### src/rtl/ppu_pkg.sv
// Shared constants and types for the ppu blocks: display timing, table-select
// encoding of address[9:8], the commit-marker address and the write-buffer states.
package ppu_pkg;

    localparam int unsigned VACTIVE = 480;
    localparam int unsigned HTOTAL  = 1600;

    localparam logic [15:0] COMMIT_ADDR = 16'h0300;

    typedef enum logic [1:0] {
        TBL_ATTR   = 2'b00,
        TBL_SPRITE = 2'b01,
        TBL_COLOR  = 2'b10,
        TBL_CTRL   = 2'b11
    } tbl_sel_t;

    typedef enum logic [1:0] {
        HOLD,
        DRAIN,
        DONE
    } wb_state_t;

endpackage

### src/rtl/wb_fifo.sv
// Synchronous single-clock FIFO with a registered read port: a pop loads the
// head into rd_data, which then holds until the next pop.
module wb_fifo #(
    parameter int unsigned DEPTH = 32,
    parameter int unsigned WIDTH = 48
) (
    input  logic                     clk,
    input  logic                     reset,
    input  logic                     push,
    input  logic                     pop,
    input  logic [WIDTH-1:0]         wr_data,
    output logic [WIDTH-1:0]         rd_data,
    output logic [$clog2(DEPTH):0]   level,
    output logic                     full,
    output logic                     empty
);

    localparam int unsigned PTR_W = $clog2(DEPTH);
    localparam int unsigned LVL_W = PTR_W + 1;

    logic [WIDTH-1:0] r_mem [DEPTH];
    logic [PTR_W-1:0] r_wr_ptr;
    logic [PTR_W-1:0] r_rd_ptr;
    logic [LVL_W-1:0] r_level;
    logic [WIDTH-1:0] r_rd_data;

    always_ff @(posedge clk) begin
        if (push) begin
            r_mem[r_wr_ptr] <= wr_data;
        end
    end

    always_ff @(posedge clk) begin
        if (reset) begin
            r_wr_ptr  <= '0;
            r_rd_ptr  <= '0;
            r_level   <= '0;
            r_rd_data <= '0;
        end else begin
            if (push) begin
                r_wr_ptr <= r_wr_ptr + PTR_W'(1);
            end
            if (pop) begin
                r_rd_data <= r_mem[r_rd_ptr];
                r_rd_ptr  <= r_rd_ptr + PTR_W'(1);
            end
            case ({push, pop})
                2'b10:   r_level <= r_level + LVL_W'(1);
                2'b01:   r_level <= r_level - LVL_W'(1);
                default: r_level <= r_level;
            endcase
        end
    end

    assign rd_data = r_rd_data;
    assign level   = r_level;
    assign full    = (r_level == LVL_W'(DEPTH));
    assign empty   = (r_level == '0);

endmodule

### src/rtl/ppu_write_buffer.sv
// Queues CPU table writes during active display and replays them to the ppu
// during vertical blanking. Define PPU_WB_COMMIT_EN for commit-marker gating.
module ppu_write_buffer
    import ppu_pkg::*;
#(
    parameter int unsigned DEPTH  = 32,
    parameter int unsigned ADDR_W = 16,
    parameter int unsigned DATA_W = 32
) (
    input  logic                    clk,
    input  logic                    reset,
    input  logic                    chipselect,
    input  logic                    write,
    input  logic [ADDR_W-1:0]       address,
    input  logic [DATA_W-1:0]       writedata,
    input  logic [10:0]             hcount,
    input  logic [9:0]              vcount,
    output logic                    out_write,
    output logic [ADDR_W-1:0]       out_address,
    output logic [DATA_W-1:0]       out_writedata,
    output logic [$clog2(DEPTH):0]  level,
    output logic                    full,
    output logic [7:0]              dropped
);

    localparam int unsigned LVL_W = $clog2(DEPTH) + 1;

    wb_state_t                  r_state;
    logic                       r_out_write;
    logic [7:0]                 r_dropped;
    logic                       w_push_req;
    logic                       w_push;
    logic                       w_pop;
    logic                       w_eligible;
    logic                       w_empty;
    logic                       w_vblank_start;
    logic                       w_frame_start;
    logic [ADDR_W+DATA_W-1:0]   w_rd_data;

    assign w_vblank_start = (vcount == 10'(VACTIVE)) && (hcount == '0);
    assign w_frame_start  = (vcount == '0) && (hcount == '0);

`ifdef PPU_WB_COMMIT_EN
    logic             w_commit;
    logic [LVL_W-1:0] r_committed;

    assign w_commit   = chipselect && write && (address == ADDR_W'(COMMIT_ADDR));
    assign w_push_req = chipselect && write && !w_commit;
    assign w_eligible = !w_empty && (r_committed != '0);

    // A commit snapshots the post-pop occupancy; pops then consume the snapshot.
    always_ff @(posedge clk) begin
        if (reset) begin
            r_committed <= '0;
        end else if (w_commit) begin
            r_committed <= w_pop ? level - LVL_W'(1) : level;
        end else if (w_pop) begin
            r_committed <= r_committed - LVL_W'(1);
        end
    end
`else
    assign w_push_req = chipselect && write;
    assign w_eligible = !w_empty;
`endif

    assign w_push = w_push_req && !full;
    assign w_pop  = (r_state == DRAIN) && w_eligible && !w_frame_start;

    wb_fifo #(
        .DEPTH (DEPTH),
        .WIDTH (ADDR_W + DATA_W)
    ) u_fifo (
        .clk     (clk),
        .reset   (reset),
        .push    (w_push),
        .pop     (w_pop),
        .wr_data ({address, writedata}),
        .rd_data (w_rd_data),
        .level   (level),
        .full    (full),
        .empty   (w_empty)
    );

    always_ff @(posedge clk) begin
        if (reset) begin
            r_state     <= HOLD;
            r_out_write <= 1'b0;
            r_dropped   <= '0;
        end else begin
            r_out_write <= w_pop;
            if (w_push_req && full && (r_dropped != 8'hFF)) begin
                r_dropped <= r_dropped + 8'd1;
            end
            case (r_state)
                HOLD: begin
                    if (w_vblank_start) r_state <= DRAIN;
                end
                DRAIN: begin
                    if (w_frame_start)    r_state <= HOLD;
                    else if (!w_eligible) r_state <= DONE;
                end
                DONE: begin
                    if (w_frame_start) r_state <= HOLD;
                end
                default: r_state <= HOLD;
            endcase
        end
    end

    assign out_write     = r_out_write;
    assign out_address   = w_rd_data[ADDR_W+DATA_W-1:DATA_W];
    assign out_writedata = w_rd_data[DATA_W-1:0];
    assign dropped       = r_dropped;

endmodule

### config.mk
export PLATFORM = sky130hd
export DESIGN_NAME = ppu_write_buffer
export DESIGN_NICKNAME = d
export VERILOG_FILES = /design/src/rtl/ppu_pkg.sv /design/src/rtl/wb_fifo.sv /design/src/rtl/ppu_write_buffer.sv
export SDC_FILE = /design/constraint.sdc
export NUM_CORES = 2
export LEC_CHECK = 0
export BUFFER_PORTS_ARGS = -buffer_cell sky130_fd_sc_hd__buf_2
export CAP_MARGIN = 5
export CELL_PAD_IN_SITES_DETAIL_PLACEMENT = 0
export CELL_PAD_IN_SITES_GLOBAL_PLACEMENT = 2
export CORE_ASPECT_RATIO = 0.6
export CORE_UTILIZATION = 45
export CTS_BUF_LIST = sky130_fd_sc_hd__clkbuf_8 sky130_fd_sc_hd__clkbuf_16
export CTS_CLUSTER_SIZE = 12
export DETAILED_ROUTE_END_ITERATION = 12
export MAX_ROUTING_LAYER = met4
export PLACE_DENSITY = 0.78
export SLEW_MARGIN = 25
export SYNTH_ARGS = -nofsm -noshare
export SYNTH_HDL_FRONTEND = slang
export SYNTH_SLANG_ARGS = --single-unit
### constraint.sdc
create_clock -name clk -period 4.15 [get_ports clk]
set_clock_uncertainty 0.1 [all_clocks]
set_input_delay 0.6225 -clock clk [delete_from_list [all_inputs] [get_ports clk]]
set_output_delay 0.6225 -clock clk [all_outputs]
set_load 0.005 [all_outputs]
# Yosys cells after proc, flatten, opt, wreduce, memory -nomap -nowiden
# Memory sizes are Yosys's and may differ from the RTL's. A register that Yosys moved wholly into a read port is not among the register bits.
# Cells that the tools add are included.
# op_classes
addsub	5
eq_ne	10
mux	8
reduce_logical	17
# ops
cell	n
$pmux W6 S2	1
$logic_not A11 Y1	1
$add A5 B1 Y5 const B	2
$eq A10 B9 Y1 const B	1
$logic_not A10 Y1	1
$add A8 B1 Y8 const B	1
$logic_and A1 B1 Y1	8
$mux W2	4
$ne A8 B8 Y1 const B	1
$add A6 B1 Y6 const B	1
$eq A6 B6 Y1 const B	1
$logic_not A6 Y1	1
$pmux W2 S3	1
$sub A6 B1 Y6 const B	1
$eq A2 B1 Y1 const B	2
$eq A2 B2 Y1 const B	2
$ne A2 B2 Y1 const B	2
$logic_not A1 Y1	3
$ne A3 B3 Y1 const B	1
$reduce_and A3 Y1	1
$logic_not A2 Y1	1
$mux W1	2
$reduce_bool A2 Y1	1
# totals
register_bits	27
ram_bits	1536
input_bits	73
out_inout_bits	64
wordCells	47
n_memories	1
# memory_table
memory	words	word_bits	read_ports	rd_ports_with_merged_regs	write_ports	line_no	text
u_fifo.r_mem	32	48	1	1	1	wb_fifo.sv:21	logic [WIDTH-1:0] r_mem [DEPTH];

# Longest topological paths before layout
# logic_depth
ltp_word	6
ltp_mapped	15
mapped_depth_nobuf	13

# Modules after synthesis
# From an unflattened synthesis, not the netlist that was laid out.
# hier_totals
cells_unflattened	3348
hier_area_um2	62488.7
# modules_own_cells
module	n_inst	cells_per_inst	area_per_inst_um2	seq_area_each_um2
wb_fifo	1	3280	61924.4	47405.5
ppu_write_buffer	1	68	564.3	220.2

# Worst setup path after synthesis
# Ideal clock, no wire load.
# synth_timing
path_kind	input to register
startpoint	in chipselect
endpoint	mem u_fifo.r_mem[31][0], enable pin
setup_time_ns	0.454
t_arrival_ns	3.577
required_time_ns	3.596
slack_ns	0.019
cell_stages	4
n_path_buf	0
cell_sequence	nand2_1 a31oi_1 nand2_1 nor2_1
# synth_via
elab_chain_cells	4
# synth_lines
item	line_no	text
from (decl)	ppu_write_buffer.sv:12	input logic chipselect,
$logic_and A1 B1 Y1	ppu_write_buffer.sv:62	assign w_push_req = chipselect && write;
$logic_and A1 B1 Y1	ppu_write_buffer.sv:66	assign w_push = w_push_req && !full;
$mux W1	wb_fifo.sv:28	if (push) begin
$mux W1 (not written as such)	wb_fifo.sv:29	r_mem[r_wr_ptr] <= wr_data;
to (decl)	wb_fifo.sv:21	
# Every way passes these cells.

# Worst setup path in the final report
# layout_timing
startpoint	reg u_fifo.r_level[1], in the netlist u_fifo.level[1]
endpoint	reg u_fifo.r_level[4], in the netlist u_fifo.level[4]
# layout_via
elab_chain_cells	6
elab_cells_between_ends	13
classes_between	add/sub (2); eq/ne (3); mux (1); reduce/logical (7)
# layout_lines
item	line_no	text
from (decl)	wb_fifo.sv:24	logic [LVL_W-1:0] r_level;
from (signal assigned)	wb_fifo.sv:48	2'b10: r_level <= r_level + LVL_W'(1);
from (signal assigned)	wb_fifo.sv:49	2'b01: r_level <= r_level - LVL_W'(1);
from (signal assigned)	wb_fifo.sv:50	default: r_level <= r_level;
$logic_not A6 Y1 (*)	wb_fifo.sv:58	assign empty = (r_level == '0);
$logic_not A1 Y1 (*)	ppu_write_buffer.sv:63	assign w_eligible = !w_empty;
$logic_and A1 B1 Y1 (*) (2 in series)	ppu_write_buffer.sv:67	assign w_pop = (r_state == DRAIN) && w_eligible && !w_frame_start;
named net u_fifo.pop	wb_fifo.sv:10	input logic pop,
$eq A2 B1 Y1 or $eq A2 B2 Y1 (tied branches)	wb_fifo.sv:47	case ({push, pop})
$pmux W6 S2 or $reduce_bool A2 Y1 (tied branches)	--	
# The timed path passes the listed nets; every way through them passes the cells marked *.
# A chain may end at the register's enable or synchronous reset.

==> summary.md <==
| Metric | Value |
|---|---|
| Status | finished with violations |
| Failing checks | design-rule violations |
| Fin area | 69650 um2 |
| Syn. warnings | 0 |
| R2R Setup Slk | 0.51 ns |
| LEAKAGE | 21.38 nW |
| Mapped Cells | 2894 |
| IO Count | 137 |
| Max-cap violations | 0 |
| Hold endpoint | r_state[0]$_SDFFE_PP0P_ |
| Pre-CTS setup slack | 0.3008 ns |
| Critical path class | reg -> reg |
| Chip width | 477.8 um |
| Vias in the first global route | 31340 |
| Unrepaired setup endpoints after global routing | false |
| Layout cells sized above 1 | 0.2401 |
| Crit. End Element | flop |
| Critical Path RT | 4.67 ns |
| EDFF count, synth | 1536 |
| Synth top area cells | edfxtp_1, mux4_2, mux2i_1 |
| Largest net degree at the start of global routing | 85 |
| GRT overflow | 0 |
| Site Rows | 104 |
| Fin nets | 3223 |
| Clock slew at reported path FFs | 0.06 ns |
| DR WL/cell | 31.05 um |
| DP Cell Count | 4785 |
| Critical path arrival | 4.16 ns |
| Internal | 25.26 mW |
| Yosys top cell area share | 0.7547 |
| Synth cell count leaders | edfxtp_1, mux4_2, mux2i_1, clkbuf_1, dfxtp_1 |
| IO Port Bufs | 136 |
| Leading area contributor after synthesis | edfxtp_1 |
| Clock sinks | 1611 |
| Yosys cell types | 56 |
| Worst reg2reg startpoint | u_fifo.level[1]$_SDFFE_PP0P_ |
| Post-Syn Area | 61120 um2 |
| Initial antenna violation count | 8 |
| Maximum clock rate | 0.2747 GHz |
| CTS tree | built |
| Root buffer cell | clkbuf_16 |
| DR DRC count | 16 |
| Slew margin rel. | 0.3859 |
| Initial Util | 0.4547 |
| Switching Fraction | 0.1966 |
| Clock Latency Late Sink | 0.79 ns |
| Final setup violation count | 0 |
| R2R Path End | u_fifo.level[4]$_SDFFE_PP0P_ |
| Post-CTS Setup Inserts | 0 |
| Final count of pins violating max slew | 0 |
| Global Route Usage Sum | 0.2385 |
| Synth Register Bits | 1611 |
| Hold Crit Class | in -> reg |
| Hold path depth | 5 |
| Total Negative Setup Slacks | 0 ns |
| Max IR drop VDD | 0.3933 mV |
| CORE AREA | 134400 um2 |
| P&R area growth vs syn | 13.96% |
| Antenna Nets Post-Route | 0 |
| Min-Delay Startpoint | vcount[5] |
| Part of the cycle the worst path needs | 0.8773 |
| Die area | 137300 um2 |
| Async S/R FF share, synth | 0 |
| Final Hold Vio Count | 0 |
| First-pass GRT wire length | 225000 um |
| HPWL Detailed | 82420 um |
| Post-synth net total | 2976 |
| Mean Syn Cell Area | 21.12 um2 |
| Starting DRC count in detailed routing | 3611 |
| CTS Buf Count | 156 |
| Clock Power Share | 0.420 |
| Clock Path Buffers | 3 |
| Post-route setup slack | 0.5091 ns |
| Reg power frac | 0.567 |
| Startpoint Class | flop |
| Worst r2r path cells | 13 |
| Vias | 31120 |
| Resize count post-CTS | 0 |
| Cell Pwr Density | 451.5 nW/um2 |
| DR pass1 iterations | 11 |
| CTS Hold Bufs | 0 |
| Final Critical Period | 3.641 ns |
| Fin cells | 5079 |
| Net Sw Power | 6.184 mW |
| Drt total wl | 157700 um |
| Combinational share of power | 0.013 |
| GPL Wtd Cong | 0.7942 |
| Post-synthesis sequential area ratio | 0.7792 |
| Worst Path Max Fanout | 9 |
| Die height | 287.5 um |
| Most common cell in the netlist | edfxtp_1 |
| Post-Place Cell Area | 64890 um2 |
| H-tree levels | 4 |
| Via/cell ratio | 6.126 |
| Top FF cell, synth | edfxtp_1 |
| Least-Margin Pin Slew | 0.9182 ns |
## cells in the final DEF (no fill, tap or decap), types with 10 or more instances in the layout
cell type,synthesis,final
a32o_1,48,48
xor2_1,10,10
nand2_1,62,62
buf_2,50,136
o22ai_1,47,47
a22oi_1,47,47
edfxtp_1,1536,1536
buf_4,15,94
a211oi_1,47,47
a21oi_1,63,63
clkbuf_16,0,165
inv_1,7,107
o221ai_1,48,48
o21ai_0,53,53
buf_12,0,31
nor2_4,0,34
nor2_1,56,22
dfxtp_1,75,70
mux2i_1,242,242
mux4_2,289,289
## power by group through the flow
stage               clock, mW  sequential [mW]  combinational, mW
finish                   13.2             17.8              0.401
global route             14.0             17.8              0.434
CTS                      13.4             17.8              0.401
detailed placement          0             18.2              0.402
global placement            0             18.2              0.373
floorplan                   0             18.2              0.101
## flip-flops by register name (all words and copies together), names as in the netlist
name,cells
u_fifo.r_rd_ptr,5
r_state,2
u_fifo.rd_data,48
dropped,8
u_fifo.r_mem,1536
u_fifo.level,6
u_fifo.r_wr_ptr,5
out_write,1
## metrics by stage
stage	hold slack, ns	utilization	total power [mW]
after detailed placement	0.3570	0.4828	18.59
after floorplan	0.3656	-	18.29
after CTS	0.08169	0.5180	31.67
after global placement	0.3536	0.4828	18.56
after global routing	0.1334	0.5181	32.29
final	0.1410	0.5182	31.45
## worst max-delay path, stage by stage (launching register included)
cell      delay [ns]
dfxtp_1         0.51
nor4_2          0.13
and3_4          0.22
nor3b_1         0.54
nand2_1         0.16
inv_1           0.15
ha_1            0.36
xor2_1          0.13
ha_1            0.25
a21o_1          0.20
a221oi_1        0.34
o32a_1          0.21
or3_1           0.12
a21oi_1         0.07
## routing by layer
layer,vias up,global-route usage,routed length [um]
li1,12700,-,-
met1,16600,0.3374,68070
met2,1578,0.3570,72930
met3,241,0.04335,13260
met4,0,0.06610,3425
met5,-,-,0
## cell type report
class | count | area [um2]
fillers | 10320 | 64770
inverters | 8 | 30.03
clock buffers | 168 | 4170
repair buffers | 261 | 2007
multi-input cells | 1103 | 12960
flip-flops and latches | 1611 | 47640
well taps | 1802 | 2255
diodes | 8 | 20.02
clock inverters | 118 | 566.8
## how the worst max path moves through the flow
stage,from,end,slack [ns],cells after the start
floorplan,chipselect,u_fifo.r_mem[31][0]$_DFFE_PP_,0.02,4
global placement,hcount[6],u_fifo.level[4]$_SDFFE_PP0P_,0.46,13
detailed placement,hcount[6],u_fifo.level[4]$_SDFFE_PP0P_,0.30,13
CTS,u_fifo.level[1]$_SDFFE_PP0P_,u_fifo.level[4]$_SDFFE_PP0P_,0.58,13
global route,u_fifo.level[0]$_SDFFE_PP0P_,u_fifo.level[4]$_SDFFE_PP0P_,0.26,13
finish,u_fifo.level[1]$_SDFFE_PP0P_,u_fifo.level[4]$_SDFFE_PP0P_,0.51,13
## kinds of logic (layout without fill, tap and decap cells)
logic type / Yosys count / in the layout / share of synthesized area
other: 0 / 8 / 0
buffers and inverters: 180 / 555 / 0.01349
AND/OR/NAND/NOR: 183 / 183 / 0.01488
XOR/XNOR: 13 / 13 / 0.001863
AO/OA/AOI/OAI: 365 / 365 / 0.04219
adder cells (fa/ha/maj): 9 / 9 / 0.001842
flip-flops: 1611 / 1611 / 0.7792
multiplexers: 533 / 533 / 0.1465
Note: power is estimated with default switching activity, not from simulation.
